$ cat config.mk
export PLATFORM = sky130hd
export DESIGN_NAME = mux_4x1_rr_arbiter
export DESIGN_NICKNAME = d
export VERILOG_FILES = /design/src/rtl/mux_4x1_rr_arbiter.sv
export SDC_FILE = /design/constraint.sdc
export NUM_CORES = 1
export LEC_CHECK = 0
export ABC_AREA = 1
export ABC_CLOCK_PERIOD_IN_PS = 2200
export CORE_MARGIN = 5
export CORE_UTILIZATION = 45
export DETAILED_ROUTE_END_ITERATION = 12
export PLACE_DENSITY = 0.7
export SLEW_MARGIN = 20
export SYNTH_ARGS = -nofsm -noshare
export SYNTH_HDL_FRONTEND = slang
export SYNTH_SLANG_ARGS = --single-unit
$ cat constraint.sdc
create_clock -name Clk -period 2.2 [get_ports Clk]
set_input_delay 0.33 -clock Clk [delete_from_list [all_inputs] [get_ports Clk]]
set_output_delay 0.33 -clock Clk [all_outputs]
set_load 0.03 [all_outputs]
$ cat src/rtl/mux_4x1_rr_arbiter.sv
// Round-robin arbiter that time-shares a 2-bit 4:1 mux between requesters A..D,
// bounding each ownership to MAX_HOLD consecutive cycles.

module mux_4x1_2bit (
    input  logic [1:0] in_a,
    input  logic [1:0] in_b,
    input  logic [1:0] in_c,
    input  logic [1:0] in_d,
    input  logic [1:0] sel,
    output logic [1:0] y
);
    always_comb begin
        case (sel)
            2'b00:   y = in_a;
            2'b01:   y = in_b;
            2'b10:   y = in_c;
            default: y = in_d;
        endcase
    end
endmodule

module mux_4x1_rr_arbiter #(
    parameter int unsigned MAX_HOLD = 4
) (
    input  logic Clk,
    input  logic Rst,
    input  logic ReqA,
    input  logic ReqB,
    input  logic ReqC,
    input  logic ReqD,
    input  logic A1,
    input  logic A0,
    input  logic B1,
    input  logic B0,
    input  logic C1,
    input  logic C0,
    input  logic D1,
    input  logic D0,
    output logic GntA,
    output logic GntB,
    output logic GntC,
    output logic GntD,
    output logic S1,
    output logic S0,
    output logic Out1,
    output logic Out0,
    output logic Busy
);
    typedef enum logic {IDLE, BUSY} state_t;

    state_t      state_q, state_d;
    logic [1:0]  ptr_q, ptr_d;
    logic [7:0]  hold_cnt_q, hold_cnt_d;
    logic [1:0]  sel_q, sel_d;
    logic [3:0]  gnt_q, gnt_d;
    logic        busy_q, busy_d;

    logic [3:0]  req;
    logic [1:0]  scan_idx;
    logic [1:0]  pick_idx;
    logic        pick_found;
    logic [1:0]  mux_out;

    assign req = {ReqD, ReqC, ReqB, ReqA};

    // First requester at or after the pointer, wrapping modulo 4.
    always_comb begin
        pick_found = 1'b0;
        pick_idx   = ptr_q;
        scan_idx   = ptr_q;
        for (int i = 0; i < 4; i++) begin
            scan_idx = ptr_q + 2'(i);
            if (!pick_found && req[scan_idx]) begin
                pick_found = 1'b1;
                pick_idx   = scan_idx;
            end
        end
    end

    // The select register doubles as the owner index: it is loaded on grant and
    // never changes while busy.
    always_comb begin
        state_d    = state_q;
        ptr_d      = ptr_q;
        hold_cnt_d = hold_cnt_q;
        sel_d      = sel_q;
        gnt_d      = gnt_q;
        busy_d     = busy_q;
        case (state_q)
            IDLE: begin
                if (pick_found) begin
                    state_d    = BUSY;
                    sel_d      = pick_idx;
                    gnt_d      = 4'b0001 << pick_idx;
                    busy_d     = 1'b1;
                    hold_cnt_d = 8'd1;
                    ptr_d      = pick_idx + 2'd1;
                end
            end
            default: begin
                if (!req[sel_q] || hold_cnt_q == 8'(MAX_HOLD)) begin
                    state_d    = IDLE;
                    gnt_d      = 4'b0000;
                    busy_d     = 1'b0;
                    hold_cnt_d = 8'd0;
                end else begin
                    hold_cnt_d = hold_cnt_q + 8'd1;
                end
            end
        endcase
    end

    always_ff @(posedge Clk) begin
        if (Rst) begin
            state_q    <= IDLE;
            ptr_q      <= 2'd0;
            hold_cnt_q <= 8'd0;
            sel_q      <= 2'd0;
            gnt_q      <= 4'b0000;
            busy_q     <= 1'b0;
        end else begin
            state_q    <= state_d;
            ptr_q      <= ptr_d;
            hold_cnt_q <= hold_cnt_d;
            sel_q      <= sel_d;
            gnt_q      <= gnt_d;
            busy_q     <= busy_d;
        end
    end

    mux_4x1_2bit u_mux (
        .in_a (({A1, A0})),
        .in_b (({B1, B0})),
        .in_c (({C1, C0})),
        .in_d (({D1, D0})),
        .sel  (sel_q),
        .y    (mux_out)
    );

    assign {GntD, GntC, GntB, GntA} = gnt_q;
    assign {S1, S0}                 = sel_q;
    assign {Out1, Out0}             = mux_out;
    assign Busy                     = busy_q;
endmodule
# Word level (Yosys, flattened, before mapping)
# Index checks and enable logic that the tools add are counted.
op_classes:
  n_mux: 30
  addsub: 5
  order_cmp: 5
  n_div: 0
  reduce_logical: 12
  n_bitwise: 1
  n_eq_ne: 4
  shifts: 1
  multipliers: 0
ops:
  columns: ["op", "n"]
  rows:
  - ["$mux 8", 3]
  - ["$lt 2x3->1 const B", 5]
  - ["$mux 1", 15]
  - ["$mux 4", 3]
  - ["$bmux 1 s2", 5]
  - ["$add 8x1->8 const B", 1]
  - ["$eq 8x3->1 const B", 1]
  - ["$mux 2", 3]
  - ["$pmux 2 s3", 1]
  - ["$add 2x1->2 const B", 2]
  - ["$add 2x2->2 const B", 2]
  - ["$logic_not 1->1", 4]
  - ["$reduce_and 2->1", 2]
  - ["$shl 1x2->4 const A", 1]
  - ["$logic_and 1x1->1", 3]
  - ["$eq 2x1->1 const B", 1]
  - ["$eq 2x2->1 const B", 1]
  - ["$logic_not 2->1", 1]
  - ["$ne 2x1->1 const B", 1]
  - ["$reduce_bool 2->1", 1]
  - ["$logic_or 1x1->1", 1]
  - ["$not 1->1", 1]
totals:
  regBits: 18
  output_inout_bits: 9
  ram_bits: 0
  mem_bits_ro: 0
  n_memories: 0
  latch_bits: 0
  in_bits: 14
  elab_cells: 64

# Longest topological paths before layout
# Gate-level depths: netlist of the first run.
depth:
  ltp_word: 15
  ltp_mapped: 16
  depth_no_buf: 15

# Hierarchy
# Synthesis of the first run repeated with hierarchy kept, for this count alone.
hier_totals:
  cells_unflattened: 192
  area_unflattened_um2: 1262.5
by_module_without_submodules:
  columns: ["module", "cells_each", "seq_area_each_um2", "instances", "area_each_um2"]
  rows:
  - ["mux_4x1_rr_arbiter", 180, 360.3, 1, 1202.4]
  - ["mux_4x1_2bit", 12, 0.0, 1, 60.1]

# Worst setup path before layout of the first run
# OpenSTA, ideal clock, no wires.
synth_path:
  path_type: "reg2reg"
  startpoint: "register ptr_q[0]"
  endpoint: "register ptr_q[1]"
  path_stages_with_launch: 14
  n_path_buf: 1
  setup_ns: 0.119
  t_arrival_ns: 1.682
  t_required_ns: 2.081
  setup_slack_ns: 0.399
  period_less_slack_ns: 1.801
  path_cell_list: "dfxtp_1 > buf_6 > inv_4 > nand2_1 > nand3_1 > nand2_1 > inv_1 > nor2_8 > nand4_1 > nand2_1 > inv_1 > ha_1 > o21ai_0 > a21oi_1"
synth_between:
  elab_chain_cells: 13
  word_cells_on_any_way: 26
  cone_classes: "4 x add/sub; 15 x mux; 7 x reduce/logical"
synth_rtl:
  columns: ["element", "line", "source"]
  rows:
  - ["from (decl)", "52", "logic [1:0] ptr_q, ptr_d;"]
  - ["from (signal assigned)", "123", "ptr_q <= ptr_d;"]
  - ["parallel branches: the longest is 11 deep, another holds $add 2x1->2", null, null]
  - ["$mux 2 *", "73", "if (!pick_found && req[scan_idx]) begin"]
  - ["named net pick_idx[0]", "60", "logic [1:0] pick_idx;"]
  - ["$add 2x1->2 *", "97", "ptr_d = pick_idx + 2'd1;"]
# Mark *: on every way through the listed nets, which the timed path passes. The select of a mux whose other input is x is not followed.
# A chain may end at the register's enable or synchronous reset.

# Worst setup path in the final report of the first run
layout_path:
  startpoint: "register ptr_q[1]"
  endpoint: "register ptr_q[1]"
# Same word-level chain as after synthesis.

==> results by group, run 1 <==
Status
  • Run status: finished, final reports clean

Setup path
  • Crit-path max cell delay: 0.48 ns
  • Startpoint Class: register
  • CP max-delay cell: dfxtp_1
  • CP Buf/Inv Count: 1
  • Critical Path RT: 2.39 ns
  • Delay-heaviest family, CP: simple AND/OR/NAND/NOR gates
  • Crit path capture type: register
  • Critical Path AT: 2.16 ns
  • CP Depth: 12
  • Crit path from: ptr_q[1]$_SDFFE_PP0P_
  • Reg-to-reg startpoint: ptr_q[1]$_SDFFE_PP0P_
  • Worst setup path class: register to register
  • Worst reg-to-reg path cell count: 12
  • Critical Path Fanout Max: 7
  • Critical path, cell by cell: inv_2 -> nand2_1 -> nand2_2 -> nand2_2 -> nand2_4 -> nor2_8 -> nand3_1 -> nand3_1 -> nand2_1 -> ha_1 -> o21ai_0 -> a21oi_1

Finish
  • Antenna Cells: 0
  • Final std cells w/o fill: 251
  • Nets: 241
  • Leading cell types in the layout, fill and taps excluded: nand2_1 (62), nand3_1 (27), clkdlybuf4s50_1 (20)
  • Fill count: 248
  • Share of layout cells above drive strength 1: 12.7%
  • Commonest non-fill, non-tap cell in the layout: nand2_1
  • Core Util, Final: 58.7%
  • Area growth syn-to-layout: 27.1%

STA
  • Rel. slew slack: 78.3%
  • Worst Tran Pin Value: 0.325 ns
  • Worst Skew: 0.00516 ns
  • Hold WS: 0.464 ns
  • Final Max Slew Viols: 0
  • Final Critical Period: 1.97 ns
  • RSZ-0062 raised after global routing: no
  • Hold Vio Cnt, Final: 0
  • Final worst-path cycle share: 89.7%
  • Finish-stage setup viols: 0
  • Final setup TNS: 0 ns
  • Max Fclk: 507 MHz

Floorplanning
  • Core Rows: 19
  • Die area: 3940 um^2
  • Initial Util: 46.2%
  • Number of I/O pins: 23
  • Die X: 62.8 um
  • Placeable Area: 2710 um^2
  • Die Span Y: 62.8 um

Synth
  • Synthesis Warnings: 0
  • Synth unique cells: 27
  • Sequential area share after synthesis: 28.8%
  • Cell Area, Synth: 1250 um^2
  • Post-synth top area cell: dfxtp_1
  • Syn nets: 209
  • Seq cells post-synth: 18
  • Main area contributors after synthesis: dfxtp_1 (29%), nand2_1 (19%), nand3_1 (11%)
  • Syn_area_per_cell: 6.63 um^2
  • Mapped Cells: 189
  • Synth top area share: 28.8%

CTS
  • Clock root buffer: clkbuf_4
  • TritonCTS clock tree: yes
  • Clk buf depth: 2
  • Worst-Skew Late Latency: 0.29 ns
  • Clk pin slew, worst setup/hold paths: 0.10 ns
  • CTS buffer count: 3
  • CTS Sinks: 18
  • Htree depth: 1

Global route
  • Largest net degree at the start of global routing: 12
  • First-pass GRT wire length: 4950 um
  • Initial antenna violation count: 0
  • GRT Overall Usage: 14.9%
  • Grt ovf: 0
  • Number of global-route vias before repair: 1,170

Drt
  • Residual DRC: 0
  • Routed vias: 1,293
  • Router iterations before antenna repair: 5
  • Post-DR vias/cell: 5.15
  • Routed WL: 2880 um
  • WL/cell: 11.5 um
  • DR iter-0 viols: 119
  • Post-DRT Antenna Nets: 0

Placement
  • GP Congestion: 0.848
  • DP Cell Count: 247
  • Port Buf Inserts: 22
  • DPL Wire Length: 2240 um

Power
  • Max VDD drop: 0.000889 V
  • PwrDens: 1310 nW/um^2
  • Final Total Pwr: 2.08 mW
  • LEAKAGE: 0.766 nW

Min path
  • Hold path depth: 2
  • Min-delay worst type: register to register
  • Hold Crit Start: gnt_q[3]$_SDFFE_PP0P_

Run
  • Max-Cap Viols: 0
## power by group
| group | internal (mW) | leakage (nW) | total [mW] | switching [mW] |
|---|---|---|---|---|
| combinational | 0.528 | 0.597 | 1.37 | 0.838 |
| sequential | 0.414 | 0.148 | 0.510 | 0.0957 |
| clock | 0.101 | 0.0210 | 0.202 | 0.102 |
## metrics by stage
stage / setup slack [ns] / cell area (um^2)
3_3_place_gp: -0.00330 / 1550
5_1_grt: 0.0333 / 1590
6_report: 0.227 / 1590
4_1_cts: 0.137 / 1590
3_5_place_dp: -0.0472 / 1550
2_1_floorplan: 0.399 / 1250
## cells in the mapped netlist
cell type and count:
nand2_1 62, nand3_1 27, inv_1 19, dfxtp_1 18
a21oi_1 9, nor2_1 8, o21ai_0 7, ha_1 6
nand4_1 5, xor2_1 5, nand2_2 4, inv_4 2
nand2_4 2, nor2_4 2, and2_1 1, and3_1 1
buf_4 1, buf_6 1, clkbuf_1 1, inv_2 1
nand3_4 1, nor2_2 1, nor2_8 1, nor3_1 1
o21ai_1 1, o21ai_2 1, xnor2_1 1
## state kept, by name, indices dropped and copies added (netlist names)
register and count:
hold_cnt_q 8, sel_q 2, state_q 1, Busy 1, gnt_q 4, ptr_q 2
## routing by layer
layer / vias to the layer above / share of wire [%] / GRT usage [%]
li1: 669 / - / -
met1: 587 / 46 / 18.6
met2: 35 / 48 / 25.0
met3: 2 / 5.2 / 3.24
met4: 0 / 0.69 / 5.57
met5: - / 0 / 0
## area by class of cell
| class | instances | area (um^2) | share of cell area [%] |
|---|---|---|---|
| Multi-Input combinational cell | 146 | 782 | 49.1 |
| Sequential cell | 18 | 362 | 22.7 |
| Timing Repair Buffer | 30 | 285 | 17.9 |
| Inverter | 22 | 87.6 | 5.50 |
| Tap cell | 31 | 38.8 | 2.44 |
| Clock buffer | 4 | 36.3 | 2.28 |
## timing repair
item | in CTS | in global routing
buffers inserted | 0 | 0
gates resized for setup | 0 | 3
endpoints found under the setup margin | 0 | 3
hold buffers | 0 | 0
## cells by family after synthesis
logic type	after synthesis	synth area share (%)
buf+inv	25	8.79
compound gates	18	7.49
xor+xnor	6	4.20
flops	18	28.8
fa+ha+maj	6	5.99
simple gates	116	44.8
## worst reg2reg max path, stage by stage (launching register included)
cell and delay [ns]:
dfxtp_1 0.48, inv_2 0.13, nand2_1 0.09, nand2_2 0.07, nand2_2 0.08, nand2_4 0.08
nor2_8 0.14, nand3_1 0.10, nand3_1 0.12, nand2_1 0.10, ha_1 0.28, o21ai_0 0.17
a21oi_1 0.05
## path summary, 6_finish.rpt
check | end | slack [ns]
setup / recovery | ptr_q[1]$_SDFFE_PP0P_ | 0.23
hold / removal | gnt_q[3]$_SDFFE_PP0P_ | 0.46
setup reg to reg | ptr_q[1]$_SDFFE_PP0P_ | 0.23
hold reg to reg | gnt_q[3]$_SDFFE_PP0P_ | 0.46
Note: power is estimated with default switching activity, not from simulation.
==> run 2, diff against run 1 <==
--- a/config.mk
+++ b/config.mk
@@ -8,9 +8,8 @@
 export ABC_AREA = 1
 export ABC_CLOCK_PERIOD_IN_PS = 2200
 export CORE_MARGIN = 5
-export CORE_UTILIZATION = 45
+export CORE_UTILIZATION = 30
 export DETAILED_ROUTE_END_ITERATION = 12
-export PLACE_DENSITY = 0.7
 export SLEW_MARGIN = 20
 export SYNTH_ARGS = -nofsm -noshare
 export SYNTH_HDL_FRONTEND = slang
==> constraint.sdc (replaced) <==
create_clock -name Clk -period 2.2 [get_ports Clk]
set_input_delay 0.22 -clock Clk [delete_from_list [all_inputs] [get_ports Clk]]
set_output_delay 0.22 -clock Clk [all_outputs]
set_load 0.03 [all_outputs]
==> results by group, run 2 (synthesis results as in run 1) <==
STA
  • Final worst-path cycle share: 88.8%
  • Final Critical Period: 1.95 ns
  • Finish-stage setup viols: 0
  • Rel. slew slack: 75.8%
  • Worst Skew: 0.00290 ns
  • Max Fclk: 512 MHz
  • Worst Tran Pin Value: 0.363 ns
  • Hold Vio Cnt, Final: 0
  • RSZ-0062 raised after global routing: no
  • Final Max Slew Viols: 0
  • Final setup TNS: 0 ns
  • Final Worst Setup Slack: 0.246 ns

Floorplanning
  • Core Rows: 23
  • Die X: 74.6 um
  • Initial Util: 31.1%
  • Number of I/O pins: 23
  • Die area: 5570 um^2
  • Placeable Area: 4030 um^2
  • Die Span Y: 74.6 um

Setup path
  • Reg-to-reg startpoint: ptr_q[1]$_SDFFE_PP0P_
  • Crit path from: ptr_q[1]$_SDFFE_PP0P_
  • Critical Path RT: 2.34 ns
  • Worst setup path class: register to register
  • Startpoint Class: register
  • Critical Path AT: 2.10 ns
  • CP max-delay cell: dfxtp_1
  • Critical path, cell by cell: inv_2 -> nand2_1 -> nand2_2 -> nand2_2 -> nand2_4 -> nor2_8 -> nand3_1 -> nand3_1 -> nand2_1 -> ha_1 -> o21ai_0 -> a21oi_1
  • Crit-path max cell delay: 0.45 ns
  • Crit path capture type: register
  • Critical Path Fanout Max: 7

Power
  • LEAKAGE: 0.728 nW
  • Max VDD drop: 0.000454 V
  • PwrDens: 1290 nW/um^2

Finish
  • Final Cell Area: 1590 um^2
  • Reg area: 362 um^2
  • Top reg by flops: hold_cnt_q
  • Area growth syn-to-layout: 27.1%
  • Top flop regs: hold_cnt_q (8), gnt_q (4)
  • Antenna Cells: 0
  • Area of the multi-input gates: 782 um^2
  • Leading cell types in the layout, fill and taps excluded: nand2_1 (62), nand3_1 (27), clkdlybuf4s50_1 (22)
  • Share of layout cells above drive strength 1: 10.7%
  • Nets: 236
  • Max reg flops: 8
  • Commonest non-fill, non-tap cell in the layout: nand2_1
  • Fill count: 441

Placement
  • GP Congestion: 0.778
  • Worst slack, placed: 0.0262 ns
  • DPL Wire Length: 2190 um
  • Placed inst area: 1540 um^2
  • Port Buf Inserts: 22

Min path
  • Hold Crit Start: gnt_q[0]$_SDFFE_PP0P_
  • Min-delay worst type: register to register

CTS
  • CTS buffer count: 3
  • Clk buf depth: 2
  • Clk pin slew, worst setup/hold paths: 0.07 ns
  • Hold buffers post-CTS: 0
  • CTS Sinks: 18
  • Htree depth: 1
  • TritonCTS clock tree: yes
  • Clock root buffer: clkbuf_8
  • Worst-Skew Late Latency: 0.25 ns

Drt
  • Post-DR vias/cell: 4.50
  • DR iter-0 viols: 60
  • Post-DRT Antenna Nets: 0
  • Router iterations before antenna repair: 5
  • Routed vias: 1,192
  • WL/cell: 10.6 um
  • Routed WL: 2820 um
  • Residual DRC: 0

Global route
  • First-pass GRT wire length: 4750 um
  • GRT Overall Usage: 10.6%
  • Grt ovf: 0
  • Number of global-route vias before repair: 1,104
  • Largest net degree at the start of global routing: 12
  • Initial antenna violation count: 0

Run
  • Max-Cap Viols: 0

Status
  • Run status: finished, final reports clean
run 2: worst paths after layout:
path | to | slack (ns) | cells past startpoint
setup / recovery | ptr_q[1]$_SDFFE_PP0P_ | 0.25 | 12
hold / removal | gnt_q[0]$_SDFFE_PP0P_ | 0.46 | 2
setup reg to reg | ptr_q[1]$_SDFFE_PP0P_ | 0.25 | 12
hold reg to reg | gnt_q[0]$_SDFFE_PP0P_ | 0.46 | 2
run 2: timing repair:
action                                  in CTS  in global routing
setup buffers                                0                  0
resized for setup                            0                  1
endpoints found under the setup margin       0                  1
run 2: critical path: cells and delay by family (launching register included):
kind                     cells  cell delay [ns]
AND/OR/NAND/NOR              8             0.79
flip-flops                   1             0.45
adder cells (fa/ha/maj)      1             0.28
AO/OA/AOI/OAI                2             0.20
buffers and inverters        1             0.12
run 2: cell type report:
class                           count  share of cell area [%]
Multi-Input combinational cell    146                    49.1
Sequential cell                    18                    22.7
Timing Repair Buffer               25                    15.3
Inverter                           22                    5.50
Tap cell                           50                    3.93
Clock buffer                        4                    3.46
run 2: per-layer routing:
metal	global-route usage [%]	vias to the layer above	share of wire [%]
li1	-	656	-
met1	14.8	500	52
met2	16.8	34	42
met3	1.34	2	5.4
met4	3.95	0	0.35
met5	0	-	0
run 2: metrics by stage:
step	hold slack (ns)	util, %	instances	total power [mW]
finish	0.464	39.5	265	2.05
global route	0.495	39.5	265	2.25
CTS	0.469	39.5	265	2.07
detailed placement	0.459	38.1	261	1.78
global placement	0.456	38.1	261	1.80
floorplan	0.465	-	189	1.43
run 2: where the power goes:
part | internal, mW | switching, mW | total (mW) | leakage, nW
logic | 0.463 | 0.808 | 1.27 | 0.551
registers | 0.414 | 0.0943 | 0.509 | 0.148
clock network | 0.159 | 0.111 | 0.270 | 0.0288
total | 1.04 | 1.01 | 2.05 | 0.728
==> run 3, diff against run 2 <==
--- a/config.mk
+++ b/config.mk
@@ -7,10 +7,13 @@
 export LEC_CHECK = 0
 export ABC_AREA = 1
 export ABC_CLOCK_PERIOD_IN_PS = 2200
+export CAP_MARGIN = 25
 export CORE_MARGIN = 5
 export CORE_UTILIZATION = 30
 export DETAILED_ROUTE_END_ITERATION = 12
+export GPL_ROUTABILITY_DRIVEN = 0
 export SLEW_MARGIN = 20
 export SYNTH_ARGS = -nofsm -noshare
 export SYNTH_HDL_FRONTEND = slang
+export SYNTH_HIERARCHICAL = 1
 export SYNTH_SLANG_ARGS = --single-unit
==> results by group, run 3 <==
Synth
  • Top_reg_cell synth: dfxtp_1
  • Count leader, synth: nand2_1
  • Seq cells post-synth: 18
  • Commonest cells post-synth: nand2_1 (62), nand3_1 (26), inv_1 (21)
  • Synth top area share: 28.5%
  • Syn_area_per_cell: 6.58 um^2
  • Post-synth EDFFs: 0
  • Syn nets: 212
  • Cell Area, Synth: 1260 um^2
  • Asr flop ratio synth: 0%
  • Sequential area share after synthesis: 28.5%
  • Synthesis Warnings: 6
  • Synth unique cells: 26
  • Mapped Cells: 192
  • Main area contributors after synthesis: dfxtp_1 (29%), nand2_1 (18%), nand3_1 (10%)
  • Post-synth top area cell: dfxtp_1

Setup path
  • Startpoint Class: primary input
  • Critical Path RT: 2.34 ns
  • CP max-delay cell: clkdlybuf4s50_1
  • Reg-to-reg startpoint: ptr_q[0]$_SDFFE_PP0P_
  • Critical Path AT: 2.11 ns
  • Worst setup path class: primary input to register
  • Critical Path Fanout Max: 3
  • Crit-path max cell delay: 0.55 ns
  • Delay-heaviest family, CP: buffers and inverters
  • Crit path from: ReqA
  • Crit-path most repeated cell: nand2_1
  • CP Buf/Inv Count: 2
  • Crit path capture type: register
  • Critical path, cell by cell: clkdlybuf4s50_1 -> nand2_1 -> nand2_1 -> inv_1 -> o21ai_1 -> nand3_1 -> nand3_1 -> nand2_1 -> ha_1 -> o21ai_0 -> a21oi_1

Floorplanning
  • Die X: 74.9 um
  • Number of I/O pins: 23
  • Die Span Y: 74.9 um
  • Die area: 5610 um^2
  • Placeable Area: 4030 um^2
  • Initial Util: 31.3%
  • Core Rows: 23

Finish
  • Core Util, Final: 40.3%
  • Area of the multi-input gates: 788 um^2
  • Nets: 242
  • Max reg flops: 8
  • Top reg by flops: hold_cnt_q
  • Top flop regs: hold_cnt_q (8), gnt_q (4)
  • Commonest non-fill, non-tap cell in the layout: nand2_1
  • Reg area: 363 um^2
  • Antenna Cells: 0
  • Share of layout cells above drive strength 1: 11.8%
  • Fill count: 452
  • Leading cell types in the layout, fill and taps excluded: nand2_1 (62), nand3_1 (26), clkdlybuf4s50_1 (22)
  • Area growth syn-to-layout: 28.7%

CTS
  • Clk pin slew, worst setup/hold paths: 0.07 ns
  • TritonCTS clock tree: yes
  • CTS Sinks: 18
  • Post_cts resized: 0
  • Hold buffers post-CTS: 0
  • Htree depth: 1
  • Post-CTS Setup Inserts: 0
  • Clk buf depth: 2
  • CTS buffer count: 3
  • Worst-Skew Late Latency: 0.25 ns
  • Clock root buffer: clkbuf_8

STA
  • Worst Skew: 0.00130 ns
  • Hold Vio Cnt, Final: 0
  • Final Critical Period: 1.97 ns
  • RSZ-0062 raised after global routing: no
  • Max Fclk: 508 MHz
  • Final worst-path cycle share: 89.5%
  • Rel. slew slack: 77.6%
  • Finish-stage setup viols: 0
  • Final setup TNS: 0 ns
  • Final Max Slew Viols: 0
  • Worst Tran Pin Value: 0.333 ns

Placement
  • DPL Wire Length: 2190 um
  • Port Buf Inserts: 22

Global route
  • Grt ovf: 0
  • Initial antenna violation count: 0
  • First-pass GRT wire length: 5150 um
  • Number of global-route vias before repair: 1,181
  • Largest net degree at the start of global routing: 11
  • GRT Overall Usage: 11.6%

Status
  • Run status: finished, final reports clean

Drt
  • DR iter-0 viols: 60
  • Routed WL: 2900 um
  • Post-DRT Antenna Nets: 0
  • Residual DRC: 0
  • Router iterations before antenna repair: 4
  • WL/cell: 10.7 um
  • Routed vias: 1,249
  • Post-DR vias/cell: 4.61

Run
  • Max-Cap Viols: 0

Min path
  • Hold Crit Start: gnt_q[1]$_SDFFE_PP0P_
  • Min-delay worst type: register to register

Power
  • PwrDens: 1280 nW/um^2
  • LEAKAGE: 0.723 nW
  • Max VDD drop: 0.000610 V
-- run 3: worst reg2reg max path, stage by stage, from the launching register on --
cell and delay (ns):
dfxtp_2 0.37, buf_4 0.16, nand2_1 0.05, nand2_1 0.09, nand2_1 0.13, nand2_4 0.09
nor2_8 0.14, nand3_1 0.10, nand3_1 0.12, nand2_1 0.10, ha_1 0.29, o21ai_0 0.16
a21oi_1 0.05
-- run 3: final timing paths --
check | end | slack, ns | cells after the start
worst max-delay path | ptr_q[1]$_SDFFE_PP0P_ | 0.23 | 11
worst max register to register | ptr_q[1]$_SDFFE_PP0P_ | 0.23 | 12
worst min-delay path | gnt_q[1]$_SDFFE_PP0P_ | 0.47 | 2
worst min register to register | gnt_q[1]$_SDFFE_PP0P_ | 0.47 | 2
-- run 3: area by class of cell --
type                    instances  share of cell area [%]
multi-input cells             147                    48.5
repair buffers                 27                    15.9
flip-flops and latches         18                    22.3
well taps                      50                    3.85
inverters                      25                    6.08
clock buffers                   4                    3.39
-- run 3: cells by family after synthesis --
family,after synthesis,share of synthesized area [%]
flops,18,28.5
buf+inv,27,9.02
fa+ha+maj,6,5.95
compound gates,25,10.0
simple gates,114,45.1
xor+xnor,2,1.39
-- run 3: through the flow --
stage / hold slack (ns) / cell area [um^2] / cells / power, mW / worst slack [ns]
final: 0.467 / 1630 / 271 / 2.08 / 0.230
after global routing: 0.496 / 1630 / 271 / 2.28 / 0.00836
after floorplan: 0.439 / 1260 / 192 / 1.43 / 0.391
after CTS: 0.469 / 1620 / 271 / 2.10 / 0.133
after global placement: 0.455 / 1570 / 267 / 1.81 / 0.000222
after detailed placement: 0.458 / 1570 / 267 / 1.81 / -0.0192
-- run 3: routing by layer --
metal / share of wire [%] / wire (um) / GRT usage (%) / up-vias
met3: 7.8 / 225 / 2.40 / 2
met1: 52 / 1500 / 17.0 / 537
met4: 0.79 / 23 / 4.15 / 0
li1: - / - / - / 679
met5: 0 / 0 / 0 / -
met2: 40 / 1150 / 16.7 / 31
-- run 3: report_power, final --
group | switching (mW) | total [mW] | leakage [nW] | internal (mW)
sequential | 0.0959 | 0.507 | 0.148 | 0.411
clock | 0.112 | 0.271 | 0.0288 | 0.159
combinational | 0.810 | 1.30 | 0.546 | 0.492
total | 1.02 | 2.08 | 0.723 | 1.06
